--- config.mk ---
export PLATFORM = sky130hd
export DESIGN_NAME = alu_arbiter
export DESIGN_NICKNAME = d
export VERILOG_FILES = /design/src/rtl/alu_arbiter.sv
export SDC_FILE = /design/constraint.sdc
export NUM_CORES = 1
export LEC_CHECK = 0
export ABC_AREA = 1
export CELL_PAD_IN_SITES_DETAIL_PLACEMENT = 0
export CELL_PAD_IN_SITES_GLOBAL_PLACEMENT = 1
export CORE_ASPECT_RATIO = 1.1
export CORE_MARGIN = 2
export CORE_UTILIZATION = 30
export DETAILED_ROUTE_END_ITERATION = 7
export HOLD_SLACK_MARGIN = 0.12
export PLACE_DENSITY = 0.87
export RECOVER_POWER = 25
export SLEW_MARGIN = 25
export SYNTH_ARGS = -nofsm -noshare
export SYNTH_HDL_FRONTEND = slang
export SYNTH_SLANG_ARGS = --single-unit
--- constraint.sdc ---
create_clock -name clk -period 2.5 [get_ports clk]
set_input_delay 0.25 -clock clk [delete_from_list [all_inputs] [get_ports clk]]
set_output_delay 0.25 -clock clk [all_outputs]
set_load 0.01 [all_outputs]
--- src/rtl/alu_arbiter.sv ---
// Two-requester front end for a shared combinational ALU.
// Round-robin arbitration, registered ALU drive, captured result/zero flag.
module alu_arbiter #(
  parameter int unsigned W = 4
) (
  input  logic         clk,
  input  logic         rst_n,
  input  logic         req0,
  input  logic         req1,
  input  logic [W-1:0] a0,
  input  logic [W-1:0] b0,
  input  logic [W-1:0] a1,
  input  logic [W-1:0] b1,
  input  logic [2:0]   op0,
  input  logic [2:0]   op1,
  output logic         gnt0,
  output logic         gnt1,
  output logic         done0,
  output logic         done1,
  output logic [W-1:0] res,
  output logic         zero,
  output logic         busy,
  output logic [W-1:0] alu_a,
  output logic [W-1:0] alu_b,
  output logic [2:0]   alu_op,
  input  logic [W-1:0] alu_result,
  input  logic         alu_zero
);

  typedef enum logic [1:0] {
    StIdle,
    StExec,
    StResp
  } state_e;

  state_e       state_q, state_d;
  logic         ptr_q, ptr_d;
  logic         winner_q, winner_d;
  logic         gnt0_q, gnt0_d;
  logic         gnt1_q, gnt1_d;
  logic         done0_q, done0_d;
  logic         done1_q, done1_d;
  logic         busy_q, busy_d;
  logic [W-1:0] res_q, res_d;
  logic         zero_q, zero_d;
  logic [W-1:0] alu_a_q, alu_a_d;
  logic [W-1:0] alu_b_q, alu_b_d;
  logic [2:0]   alu_op_q, alu_op_d;
  logic         pick;

  always_comb begin
    state_d  = state_q;
    ptr_d    = ptr_q;
    winner_d = winner_q;
    gnt0_d   = 1'b0;
    gnt1_d   = 1'b0;
    done0_d  = 1'b0;
    done1_d  = 1'b0;
    busy_d   = busy_q;
    res_d    = res_q;
    zero_d   = zero_q;
    alu_a_d  = alu_a_q;
    alu_b_d  = alu_b_q;
    alu_op_d = alu_op_q;
    // A lone requester wins outright; the pointer only breaks ties.
    pick     = (req0 && req1) ? ptr_q : req1;

    unique case (state_q)
      StIdle: begin
        busy_d = 1'b0;
        if (req0 || req1) begin
          state_d  = StExec;
          winner_d = pick;
          ptr_d    = ~pick;
          busy_d   = 1'b1;
          gnt0_d   = ~pick;
          gnt1_d   = pick;
          alu_a_d  = pick ? a1 : a0;
          alu_b_d  = pick ? b1 : b0;
          alu_op_d = pick ? op1 : op0;
        end
      end
      StExec: begin
        state_d = StResp;
        busy_d  = 1'b1;
        res_d   = alu_result;
        zero_d  = alu_zero;
        done0_d = ~winner_q;
        done1_d = winner_q;
      end
      StResp: begin
        state_d = StIdle;
        busy_d  = 1'b0;
      end
      default: begin
        state_d = StIdle;
        busy_d  = 1'b0;
      end
    endcase
  end

  always_ff @(posedge clk) begin
    if (!rst_n) begin
      state_q  <= StIdle;
      ptr_q    <= 1'b0;
      winner_q <= 1'b0;
      gnt0_q   <= 1'b0;
      gnt1_q   <= 1'b0;
      done0_q  <= 1'b0;
      done1_q  <= 1'b0;
      busy_q   <= 1'b0;
      res_q    <= '0;
      zero_q   <= 1'b0;
      alu_a_q  <= '0;
      alu_b_q  <= '0;
      alu_op_q <= '0;
    end else begin
      state_q  <= state_d;
      ptr_q    <= ptr_d;
      winner_q <= winner_d;
      gnt0_q   <= gnt0_d;
      gnt1_q   <= gnt1_d;
      done0_q  <= done0_d;
      done1_q  <= done1_d;
      busy_q   <= busy_d;
      res_q    <= res_d;
      zero_q   <= zero_d;
      alu_a_q  <= alu_a_d;
      alu_b_q  <= alu_b_d;
      alu_op_q <= alu_op_d;
    end
  end

  assign gnt0   = gnt0_q;
  assign gnt1   = gnt1_q;
  assign done0  = done0_q;
  assign done1  = done1_q;
  assign busy   = busy_q;
  assign res    = res_q;
  assign zero   = zero_q;
  assign alu_a  = alu_a_q;
  assign alu_b  = alu_b_q;
  assign alu_op = alu_op_q;

endmodule

After elaboration in Yosys (flattened, before gate mapping)
Cells that the tools add are included.
{"block": "classes", "n_mux": 8, "n_reduce_logical": 6, "bitwise": 2, "eq_ne": 2}
{"operator": "$mux W4", "count": 2}
{"operator": "$pmux W2 S2", "count": 1}
{"operator": "$reduce_and A2 Y1", "count": 2}
{"operator": "$mux W3", "count": 1}
{"operator": "$reduce_and A3 Y1", "count": 1}
{"operator": "$eq A2 B1 Y1 const B", "count": 1}
{"operator": "$logic_not A2 Y1", "count": 1}
{"operator": "$mux W1", "count": 2}
{"operator": "$mux W2", "count": 1}
{"operator": "$ne A2 B2 Y1 const B", "count": 1}
{"operator": "$not A1 Y1", "count": 2}
{"operator": "$pmux W1 S2", "count": 1}
{"operator": "$logic_and A1 B1 Y1", "count": 1}
{"operator": "$logic_or A1 B1 Y1", "count": 1}
{"block": "totals", "output_inout_bits": 21, "inputBits": 31, "elab_cells": 31, "register_bits": 25}

Depth between registers and ports, before layout
Gate-level depths: netlist (run 1).
{"block": "logic_depth", "ltp_word": 3, "depth_mapped": 9, "ltp_nobuf": 8}

Worst setup path before layout (run 1)
OpenSTA, ideal clock, no wires.
{"block": "synth_timing", "path_type": "reg-to-reg", "from": "register state_q[0]", "to": "register alu_a_q[0] (netlist: alu_a[0])", "synth_period_minus_slack_ns": 1.030, "path_stages_with_launch": 8, "slack_ns": 1.470, "t_arrival_ns": 0.921, "n_path_buf": 1, "required_time_ns": 2.391, "setup_ns": 0.109, "path_cell_list": "dfxtp_1 nor2_2 o21ai_2 buf_2 nand2_1 nand3_1 nand2_1 inv_1"}
{"block": "synth_via", "elab_chain_cells": 2}
{"item": "start, declared", "line": "36", "source": "state_e state_q, state_d;"}
{"item": "start signal, assigned", "line": "104", "source": "state_q <= StIdle;"}
{"item": "start signal, assigned", "line": "118", "source": "state_q <= state_d;"}
{"item": "$logic_not A2 Y1", "line": "68", "source": "unique case (state_q)"}
{"item": "$reduce_and A2 Y1 (no line)"}
{"item": "end signal, assigned", "line": "128", "source": "alu_a_q <= alu_a_d;"}
{"item": "end, declared", "line": "46", "source": "logic [W-1:0] alu_a_q, alu_a_d;"}
Every way passes these cells.
A chain may end at the register's enable or synchronous reset.

==> results of run 1 <==
## critical path: cells and delay by family
family        cells  cell delay [ns]
buf+inv           3             1.31
simple gates      3             0.44
## final timing paths
path | end | cells after the start
setup reg to reg | alu_op[1]$_SDFFE_PN0P_ | 6
setup / recovery | alu_b[3]$_SDFFE_PN0P_ | 6
hold reg to reg | done1$_SDFF_PN0_ | 2
hold / removal | done1$_SDFF_PN0_ | 2
## layout by cell type, fill, tap and decap left out
cell                              instances
sky130_fd_sc_hd__o21ai_0                  5
sky130_fd_sc_hd__nand2_4                  3
sky130_fd_sc_hd__dfxtp_1                 25
sky130_fd_sc_hd__inv_4                    1
sky130_fd_sc_hd__buf_4                    1
sky130_fd_sc_hd__nand3_1                 15
sky130_fd_sc_hd__nor2_4                   1
sky130_fd_sc_hd__nand4_1                  8
sky130_fd_sc_hd__clkinv_2                 1
sky130_fd_sc_hd__clkbuf_8                 3
sky130_fd_sc_hd__a21oi_1                  2
sky130_fd_sc_hd__nor2_2                   1
sky130_fd_sc_hd__clkdlybuf4s50_1         50
sky130_fd_sc_hd__nor2_1                  15
sky130_fd_sc_hd__inv_1                   16
sky130_fd_sc_hd__dlygate4sd3_1            1
sky130_fd_sc_hd__nor2_8                   1
sky130_fd_sc_hd__nand3_2                  4
sky130_fd_sc_hd__o21ai_2                  1
sky130_fd_sc_hd__nand2_1                 38
sky130_fd_sc_hd__clkbuf_1                 1
## routing by layer
layer  wire length, µm  global-route usage (%)  share of wire [%]
met1              1130                    15.4                 44
met2              1280                    22.0                 50
met3               121                    3.29                4.7
met4                27                    6.11                1.1
met5                 0                       0                  0
## cell type report
class / instances / area share (%)
Clock buffer: 3 / 2.46
Timing Repair Buffer: 53 / 31.1
Multi-Input combinational cell: 94 / 28.6
Tap cell: 50 / 3.73
Clock inverter: 1 / 0.299
Inverter: 17 / 3.96
Sequential cell: 25 / 29.9
## cells in the mapped netlist, drive strengths merged
cell	count	area, µm²
nand2	41	176
inv	17	66.3
nand4	8	50.1
dfxtp	25	500
nor2	18	110
nand3	19	115
o21ai	6	33.8
buf	6	56.3
a21oi	2	10.0
## where the power goes
group / leakage [nW] / internal (mW) / switching, mW / total (mW)
clock: 0.0255 / 0.111 / 0.124 / 0.235
sequential: 0.206 / 0.434 / 0.0173 / 0.451
combinational: 0.524 / 0.132 / 0.122 / 0.255
total: 0.755 / 0.678 / 0.264 / 0.941
## logic make-up after synthesis
family	share of synthesized area, %
AND/OR/NAND/NOR	40.4
buffers and inverters	11.0
AO/OA/AOI/OAI	3.91
flip-flops	44.7
## state kept, by name, indices dropped and copies added, names as in the netlist, 2 cells and up
register,count
alu_a,4
alu_b,4
alu_op,3
res,4
state_q,2
## metrics by stage
stage,instances,hold WS (ns),utilization [%]
after global routing,243,0.476,46.6
after global placement,239,0.440,45.9
after CTS,243,0.456,47.2
final,243,0.458,46.6
after detailed placement,239,0.441,45.9
after floorplan,142,0.360,-
==> flow_metrics.env, run 1 <==
export IMPL_critical_path_startpoint_type="primary input"
export IMPL_die_area_um2=4230
export IMPL_clock_tree_buffer_depth=2
export IMPL_cts_made_buffers=3
export IMPL_antenna_cells_inserted=0
export IMPL_final_setup_viol_count=0
export IMPL_cts_repair_timing_setup_buffer_count=0
export IMPL_dpl_cell_area_um2=1650
export IMPL_tightestPinTransition_ns=0.771
export IMPL_relSlewSlack_pct=48.6
export IMPL_nNetsFinal=225
export IMPL_place_hpwl_um=1890
export IMPL_period_minus_slack_ns=1.79
export IMPL_cts_resized_gates=0
export IMPL_numClockSinks=25
export IMPL_syn_area_um2=1120
export IMPL_ys_seq_elements=25
export IMPL_clock_insertion_delay_worst_skew_ns=0.26
export IMPL_routed_via_density=4.37
export IMPL_areaGrowthSynthToFinish_pct=49.9
export IMPL_critPathKind="in2reg"
export IMPL_worst_setup_path_end_kind="register"
export IMPL_die_y_um=68.0
export IMPL_setup_total_negative_slack_ns=0
export IMPL_final_period_utilization_pct=71.7
export IMPL_clkTransAtPathRegs_ns=0.08
export IMPL_num_rows=23
export IMPL_root_buffer="sky130_fd_sc_hd__clkbuf_8"
export IMPL_antenna_found_initial=0
export IMPL_numPortBuffers=51
export IMPL_drc_errors=0
export IMPL_crit_top_cell="sky130_fd_sc_hd__nand2_1"
export IMPL_design_power_total_mw=0.941
export IMPL_via_count=1061
export IMPL_coreArea_um2=3600
export IMPL_ff_latch_area_um2=500
export IMPL_number_of_cells_produced_by_synthesis=142
export IMPL_critical_path_cell_chain="dlygate4sd3_1 -> clkbuf_1 -> inv_1 -> nor2_1 -> nand2_1 -> nand2_1"
export IMPL_detail_route_wl_per_cell_um=10.6
export IMPL_cp_slowest_cell="sky130_fd_sc_hd__clkbuf_1"
export IMPL_ctsHoldBuffers=0
export IMPL_synth_area_per_cell_um2=7.88
export IMPL_worstPathArrival_ns=2.01
export IMPL_status="finished, final reports clean"
export IMPL_setup_ws_ns=0.706
export IMPL_yosysSeqAreaShare_pct=44.7
export IMPL_final_fill_count=375
export IMPL_final_max_slew_violation_count=0
export IMPL_vias_in_the_first_global_route=899
export IMPL_grt_pass1_wl_um=4190
export IMPL_critPathLaunch="rst_n"
export IMPL_dieWidth_um=62.2
export IMPL_p_per_area_nw_per_um2=561
export IMPL_track_usage_pct=12.8
export IMPL_power_leakage_nw=0.755
export IMPL_cts_tree="done"
export IMPL_drive_gt1_share_pct=8.81
export IMPL_post_place_ws_ns=0.829
export IMPL_initialDrtViolationCount=27
export IMPL_grt_setup_unrepaired="no"
export IMPL_critical_path_required_ns=2.71
export IMPL_place_gp_congestion=0.730
export IMPL_global_route_overflow_total=0
export IMPL_cts_htree_levels=1
export IMPL_timing_max_cap_violations=0
export IMPL_grt_start_max_net_pins=19
export IMPL_io_pins=52
export IMPL_hold_start="winner_q$_SDFFE_PN0P_"
export IMPL_reg2reg_setup_slack_ns=0.98
export IMPL_firstDrtPassIters=4
export IMPL_syn_nets=173
export IMPL_power_ir_vdd_worst_mv=0.274
export IMPL_yosysWarningCount=0
export IMPL_residual_antenna_violating_net_count_after_detailed_routing=0
export IMPL_max_clock_freq_mhz=558
export IMPL_min_path_type="reg2reg"
export IMPL_launch_point_of_the_worst_reg_to_reg_path="state_q[0]$_SDFFE_PN0P_"
export IMPL_fin_skew_ns=0.00482
export IMPL_multi_input_area_um2=479
export IMPL_report_final_hold_viol_count=0
export IMPL_routed_wl_um=2570
export IMPL_critical_path_max_fanout=18
export IMPL_initial_core_util_pct=31.1
export IMPL_yosysUniqueCellTypes=19
export IMPL_critical_path_max_stage_delay_ns=0.58
export IMPL_postLayoutCellArea_um2=1680
Power figures use the tool's default switching activity.
==> run 2, diff against run 1 <==
- CORE_UTILIZATION: 30 -> 28
- PLACE_DENSITY: 0.87 -> 0.82
- clock period: 2.5 -> 1.8 ns (I/O delays scaled with it)
==> run 2 against run 1 <==
Net effect: first-iteration DRC count down 37%; utilization is 2.9 points lower; design area is 1.8% higher; sequential power grew 39%; clock power rose by 48%; sequential cell count unchanged; global-route usage shrank 0.57 points; die area increased by 6.7%; clock skew is 0.0028 ns lower; non-clock buffer count increased by 2; highest routed layer unchanged.
==> flow_metrics.env, run 2 (synthesis results as in run 1) <==
export IMPL_die_area_um2=4520
export IMPL_multi_input_area_um2=488
export IMPL_drive_gt1_share_pct=9.74
export IMPL_worstPathArrival_ns=1.60
export IMPL_ff_latch_area_um2=500
export IMPL_dieWidth_um=64.3
export IMPL_critPathBufInv=1
export IMPL_relSlewSlack_pct=64.4
export IMPL_layout_commonest_cell="sky130_fd_sc_hd__clkdlybuf4s50_1"
export IMPL_residual_antenna_violating_net_count_after_detailed_routing=0
export IMPL_report_final_hold_viol_count=0
export IMPL_antenna_cells_inserted=0
export IMPL_p_per_area_nw_per_um2=784
export IMPL_numClockSinks=25
export IMPL_hold_ws_ns=0.455
export IMPL_global_route_overflow_total=0
export IMPL_nNetsFinal=227
export IMPL_critical_path_required_ns=2.02
export IMPL_track_usage_pct=12.3
export IMPL_final_max_slew_violation_count=0
export IMPL_cts_htree_levels=1
export IMPL_cts_tree="done"
export IMPL_cts_resized_gates=0
export IMPL_detail_route_wl_per_cell_um=10.6
export IMPL_critical_path_startpoint_type="primary input"
export IMPL_critical_path_max_stage_delay_ns=0.71
export IMPL_routed_via_density=4.19
export IMPL_place_gp_congestion=0.823
export IMPL_fin_skew_ns=0.00197
export IMPL_final_setup_viol_count=0
export IMPL_critPathKind="in2reg"
export IMPL_dpl_cell_area_um2=1670
export IMPL_root_buffer="sky130_fd_sc_hd__clkbuf_8"
export IMPL_routed_wl_um=2610
export IMPL_io_pins=52
export IMPL_clock_tree_buffer_depth=2
export IMPL_final_fill_count=418
export IMPL_timing_critical_path_max_delay_family="buffers and inverters"
export IMPL_via_count=1036
export IMPL_cts_made_buffers=3
export IMPL_status="finished, final reports clean"
export IMPL_die_y_um=70.3
export IMPL_postLayoutCellArea_um2=1710
export IMPL_initial_core_util_pct=28.7
export IMPL_areaGrowthSynthToFinish_pct=52.6
export IMPL_clock_insertion_delay_worst_skew_ns=0.27
export IMPL_min_path_type="reg2reg"
export IMPL_setup_total_negative_slack_ns=0
export IMPL_critical_path_max_fanout=10
export IMPL_timing_max_cap_violations=0
export IMPL_grt_start_max_net_pins=17
export IMPL_place_hpwl_um=2020
export IMPL_tightestPinTransition_ns=0.534
export IMPL_numPortBuffers=51
export IMPL_worst_setup_path_end_kind="register"
export IMPL_num_rows=24
export IMPL_crit_top_cell="sky130_fd_sc_hd__nand2_1"
export IMPL_final_period_utilization_pct=76.9
export IMPL_grt_setup_unrepaired="no"
export IMPL_utilization_of_the_core_after_routing_pct=43.7
export IMPL_drc_errors=0
export IMPL_max_clock_freq_mhz=723
export IMPL_cp_slowest_cell="sky130_fd_sc_hd__dlygate4sd3_1"
export IMPL_coreArea_um2=3900
export IMPL_ctsHoldBuffers=0
export IMPL_mostFrequentLayoutCells="sky130_fd_sc_hd__clkdlybuf4s50_1, sky130_fd_sc_hd__nand2_1, sky130_fd_sc_hd__dfxtp_1"
export IMPL_critical_path_cell_chain="dlygate4sd3_1 -> nor2_4 -> nor2_8 -> nand2_1 -> nor2_8 -> nand2_1 -> nand2_1"
export IMPL_initialDrtViolationCount=17
export IMPL_power_leakage_nw=0.774
export IMPL_period_minus_slack_ns=1.38
export IMPL_grt_pass1_wl_um=4340
export IMPL_power_ir_vdd_worst_mv=0.385
export IMPL_antenna_found_initial=0
export IMPL_cts_repair_timing_setup_buffer_count=0
export IMPL_firstDrtPassIters=4
export IMPL_clkTransAtPathRegs_ns=0.09
export IMPL_vias_in_the_first_global_route=928
run 2: changes by cell type in the layout (fill, tap and decap cells not counted), sizes merged:
cell / before / now
inv: 17 / 18
dlygate4sd3: 1 / 2
clkdlybuf4s50: 50 / 49
buf: 1 / 3
clkinv: 1 / 0
run 2: layer usage:
layer	GRT usage (%)	vias to the layer above	wire length, µm
li1	-	556	-
met1	16.5	447	1180
met3	2.09	2	105
met5	0	-	0
met2	19.0	31	1290
met4	5.91	0	34
run 2: layout make-up:
class / instances / area share, %
clock buffers: 3 / 2.42
clock inverters: 1 / 0.513
multi-input cells: 94 / 28.6
flip-flops and latches: 25 / 29.3
well taps: 52 / 3.81
repair buffers: 55 / 31.5
inverters: 17 / 3.89
run 2: final timing paths:
path,from,end,slack [ns],cells after the start
max reg2reg,state_q[1]$_SDFFE_PN0P_,alu_b[0]$_SDFFE_PN0P_,0.60,7
min,winner_q$_SDFFE_PN0P_,done1$_SDFF_PN0_,0.45,2
min reg2reg,winner_q$_SDFFE_PN0P_,done1$_SDFF_PN0_,0.45,2
max,req1,alu_b[0]$_SDFFE_PN0P_,0.42,7
run 2: stage by stage:
| stage | setup slack (ns) | power [mW] | cells |
|---|---|---|---|
| 3_3_place_gp | 0.308 | 1.01 | 243 |
| 4_1_cts | 0.451 | 1.37 | 247 |
| 3_5_place_dp | 0.297 | 1.01 | 243 |
| 2_1_floorplan | 0.770 | 0.833 | 142 |
| 6_report | 0.417 | 1.34 | 247 |
| 5_1_grt | 0.268 | 1.42 | 247 |
run 2: power by group:
part / switching, mW / internal, mW
logic: 0.173 / 0.191
registers: 0.0243 / 0.603
clock network: 0.186 / 0.162
run 2: worst reg2reg max path, stage by stage, from the launching register on:
cell	delay, ns
sky130_fd_sc_hd__dfxtp_1	0.34
sky130_fd_sc_hd__inv_1	0.07
sky130_fd_sc_hd__nand2_1	0.12
sky130_fd_sc_hd__nor2_8	0.20
sky130_fd_sc_hd__nand2_1	0.18
sky130_fd_sc_hd__nor2_8	0.13
sky130_fd_sc_hd__nand2_1	0.05
sky130_fd_sc_hd__nand2_1	0.06
==> run 3, diff against run 2 <==
- CORE_UTILIZATION: 28 -> 25
- PLACE_DENSITY: 0.82 -> 0.78
- clock period: 1.8 -> 1.24 ns (I/O delays scaled with it)
==> run 3 against run 2 <==
Net effect: clock power increased by 47%; worst setup slack got worse by 0.31 ns; via count increased by 1.9%; utilization decreased by 2.8 points; non-clock buffer count increased by 6; sequential share of layout area decreased by 0.75 points; cell count increased by 3.2%; first-iteration DRC count increased by 140%; critical path depth unchanged; register-to-register slack got worse by 0.47 ns; critical path type unchanged; largest power group unchanged.
==> flow_metrics.env, run 3 (synthesis results as in run 1) <==
export IMPL_routed_wl_um=2720
export IMPL_ctsHoldBuffers=0
export IMPL_max_clock_freq_mhz=882
export IMPL_tightestPinTransition_ns=0.255
export IMPL_final_fill_count=447
export IMPL_grt_setup_unrepaired="no"
export IMPL_netSwitchingPower_mw=0.570
export IMPL_detail_route_wl_per_cell_um=10.7
export IMPL_route_met2_wl_um=1410
export IMPL_antenna_found_initial=0
export IMPL_critical_path_max_fanout=10
export IMPL_residual_antenna_violating_net_count_after_detailed_routing=0
export IMPL_root_buffer="sky130_fd_sc_hd__clkbuf_8"
export IMPL_critPathKind="in2reg"
export IMPL_report_final_hold_viol_count=0
export IMPL_routed_top_layer="met4"
export IMPL_critical_path_startpoint_type="primary input"
export IMPL_sw_frac_of_total_pct=29.3
export IMPL_drc_errors=0
export IMPL_die_area_um2=5030
export IMPL_cts_resized_gates=21
export IMPL_coreArea_um2=4290
export IMPL_critical_path_required_ns=1.46
export IMPL_hold_ws_ns=0.393
export IMPL_firstDrtPassIters=4
export IMPL_power_ir_vdd_worst_mv=0.482
export IMPL_cp_slowest_cell="sky130_fd_sc_hd__clkdlybuf4s50_1"
export IMPL_power_report_internal_total_mw=1.38
export IMPL_layout_commonest_cell="sky130_fd_sc_hd__nand2_1"
export IMPL_clock_insertion_delay_worst_skew_ns=0.27
export IMPL_routed_via_density=4.14
export IMPL_numClockSinks=25
export IMPL_track_usage_pct=11.9
export IMPL_antenna_cells_inserted=0
export IMPL_place_gp_congestion=0.710
export IMPL_nNetsFinal=233
export IMPL_num_rows=25
export IMPL_min_path_type="in2reg"
export IMPL_clock_power_share_pct=26.3
export IMPL_numPortBuffers=51
export IMPL_sequential_cell_fraction_of_total_power_pct=46.6
export IMPL_cts_tree="done"
export IMPL_worstPathArrival_ns=1.36
export IMPL_critical_path_max_stage_delay_ns=0.61
export IMPL_timing_max_cap_violations=0
export IMPL_cts_htree_levels=1
export IMPL_period_minus_slack_ns=1.13
export IMPL_comb_power_share_pct=27.1
export IMPL_grt_start_max_net_pins=17
export IMPL_cts_repair_timing_setup_buffer_count=0
export IMPL_final_period_utilization_pct=91.4
export IMPL_post_place_ws_ns=-0.192
export IMPL_cts_made_buffers=3
export IMPL_grt_pass1_wl_um=4460
export IMPL_final_max_slew_violation_count=0
export IMPL_p_per_area_nw_per_um2=1110
export IMPL_setup_ws_ns=0.107
export IMPL_status="finished, final reports clean"
export IMPL_drive_gt1_share_pct=13.4
export IMPL_mostFrequentLayoutCells="sky130_fd_sc_hd__nand2_1, sky130_fd_sc_hd__clkdlybuf4s50_1, sky130_fd_sc_hd__dfxtp_1"
export IMPL_place_hpwl_um=2120
export IMPL_relSlewSlack_pct=82.9
export IMPL_dieWidth_um=67.8
export IMPL_initialDrtViolationCount=40
export IMPL_critical_path_cell_chain="clkdlybuf4s50_1 -> nor2_4 -> nor2_8 -> nand2_4 -> nor2_8 -> nand2_1 -> nand2_1"
export IMPL_critPathBufInv=1
export IMPL_areaGrowthSynthToFinish_pct=56.6
export IMPL_met1Wirelength_um=1160
export IMPL_vias_in_the_first_global_route=1018
export IMPL_setup_total_negative_slack_ns=0
export IMPL_io_pins=52
export IMPL_timing_critical_path_max_delay_family="simple AND/OR/NAND/NOR gates"
export IMPL_fin_skew_ns=0.00591
export IMPL_worst_setup_path_end_kind="register"
export IMPL_clock_tree_buffer_depth=2
export IMPL_via_count=1056
export IMPL_die_y_um=74.2
export IMPL_power_leakage_nw=0.893
export IMPL_final_setup_viol_count=0
export IMPL_wl_met3_um=100
export IMPL_global_route_overflow_total=0
export IMPL_initial_core_util_pct=26.1
export IMPL_clkTransAtPathRegs_ns=0.09
run 3: final timing paths:
check,startpoint,end,cells past startpoint,slack [ns]
worst min-delay path,b0[3],alu_b[3]$_SDFFE_PN0P_,3,0.39
worst max-delay path,req0,alu_b[0]$_SDFFE_PN0P_,7,0.11
worst max register to register,state_q[1]$_SDFFE_PN0P_,alu_b[0]$_SDFFE_PN0P_,7,0.13
worst min register to register,winner_q$_SDFFE_PN0P_,done0$_SDFF_PN0_,1,0.45
run 3: stage by stage:
| step | cells | cell area (µm²) | total power [mW] | utilization (%) |
|---|---|---|---|---|
| floorplan | 142 | 1120 | 1.21 | - |
| global placement | 251 | 1730 | 1.50 | 40.3 |
| detailed placement | 251 | 1730 | 1.51 | 40.3 |
| CTS | 255 | 1750 | 1.98 | 40.9 |
| global route | 255 | 1750 | 2.08 | 40.9 |
| finish | 255 | 1750 | 1.95 | 40.9 |
run 3: cell type report:
type / count / area [µm²] / area share (%)
clock buffers: 3 / 41.3 / 2.36
clock inverters: 1 / 8.76 / 0.500
inverters: 17 / 66.3 / 3.79
multi-input cells: 94 / 495 / 28.3
flip-flops and latches: 25 / 500 / 28.6
well taps: 54 / 67.6 / 3.86
repair buffers: 61 / 572 / 32.6
run 3: power by group through the flow:
stage	sequential (mW)	combinational [mW]	clock (mW)
6_report	0.908	0.528	0.511
5_1_grt	0.920	0.582	0.574
4_1_cts	0.909	0.537	0.535
3_5_place_dp	0.930	0.577	0
3_3_place_gp	0.930	0.574	0
2_1_floorplan	0.957	0.252	0
run 3: routing by layer:
| layer | vias up | global-route usage, % |
|---|---|---|
| met3 | 4 | 2.27 |
| met4 | 0 | 5.33 |
| met2 | 23 | 20.9 |
| met5 | - | 0 |
| met1 | 458 | 14.0 |
| li1 | 571 | - |
run 3: tightest hold or removal path, delay by kind of cell:
family	cells	cell delay (ns)
buffers and inverters	1	0.40
and+or+nand+nor	2	0.10
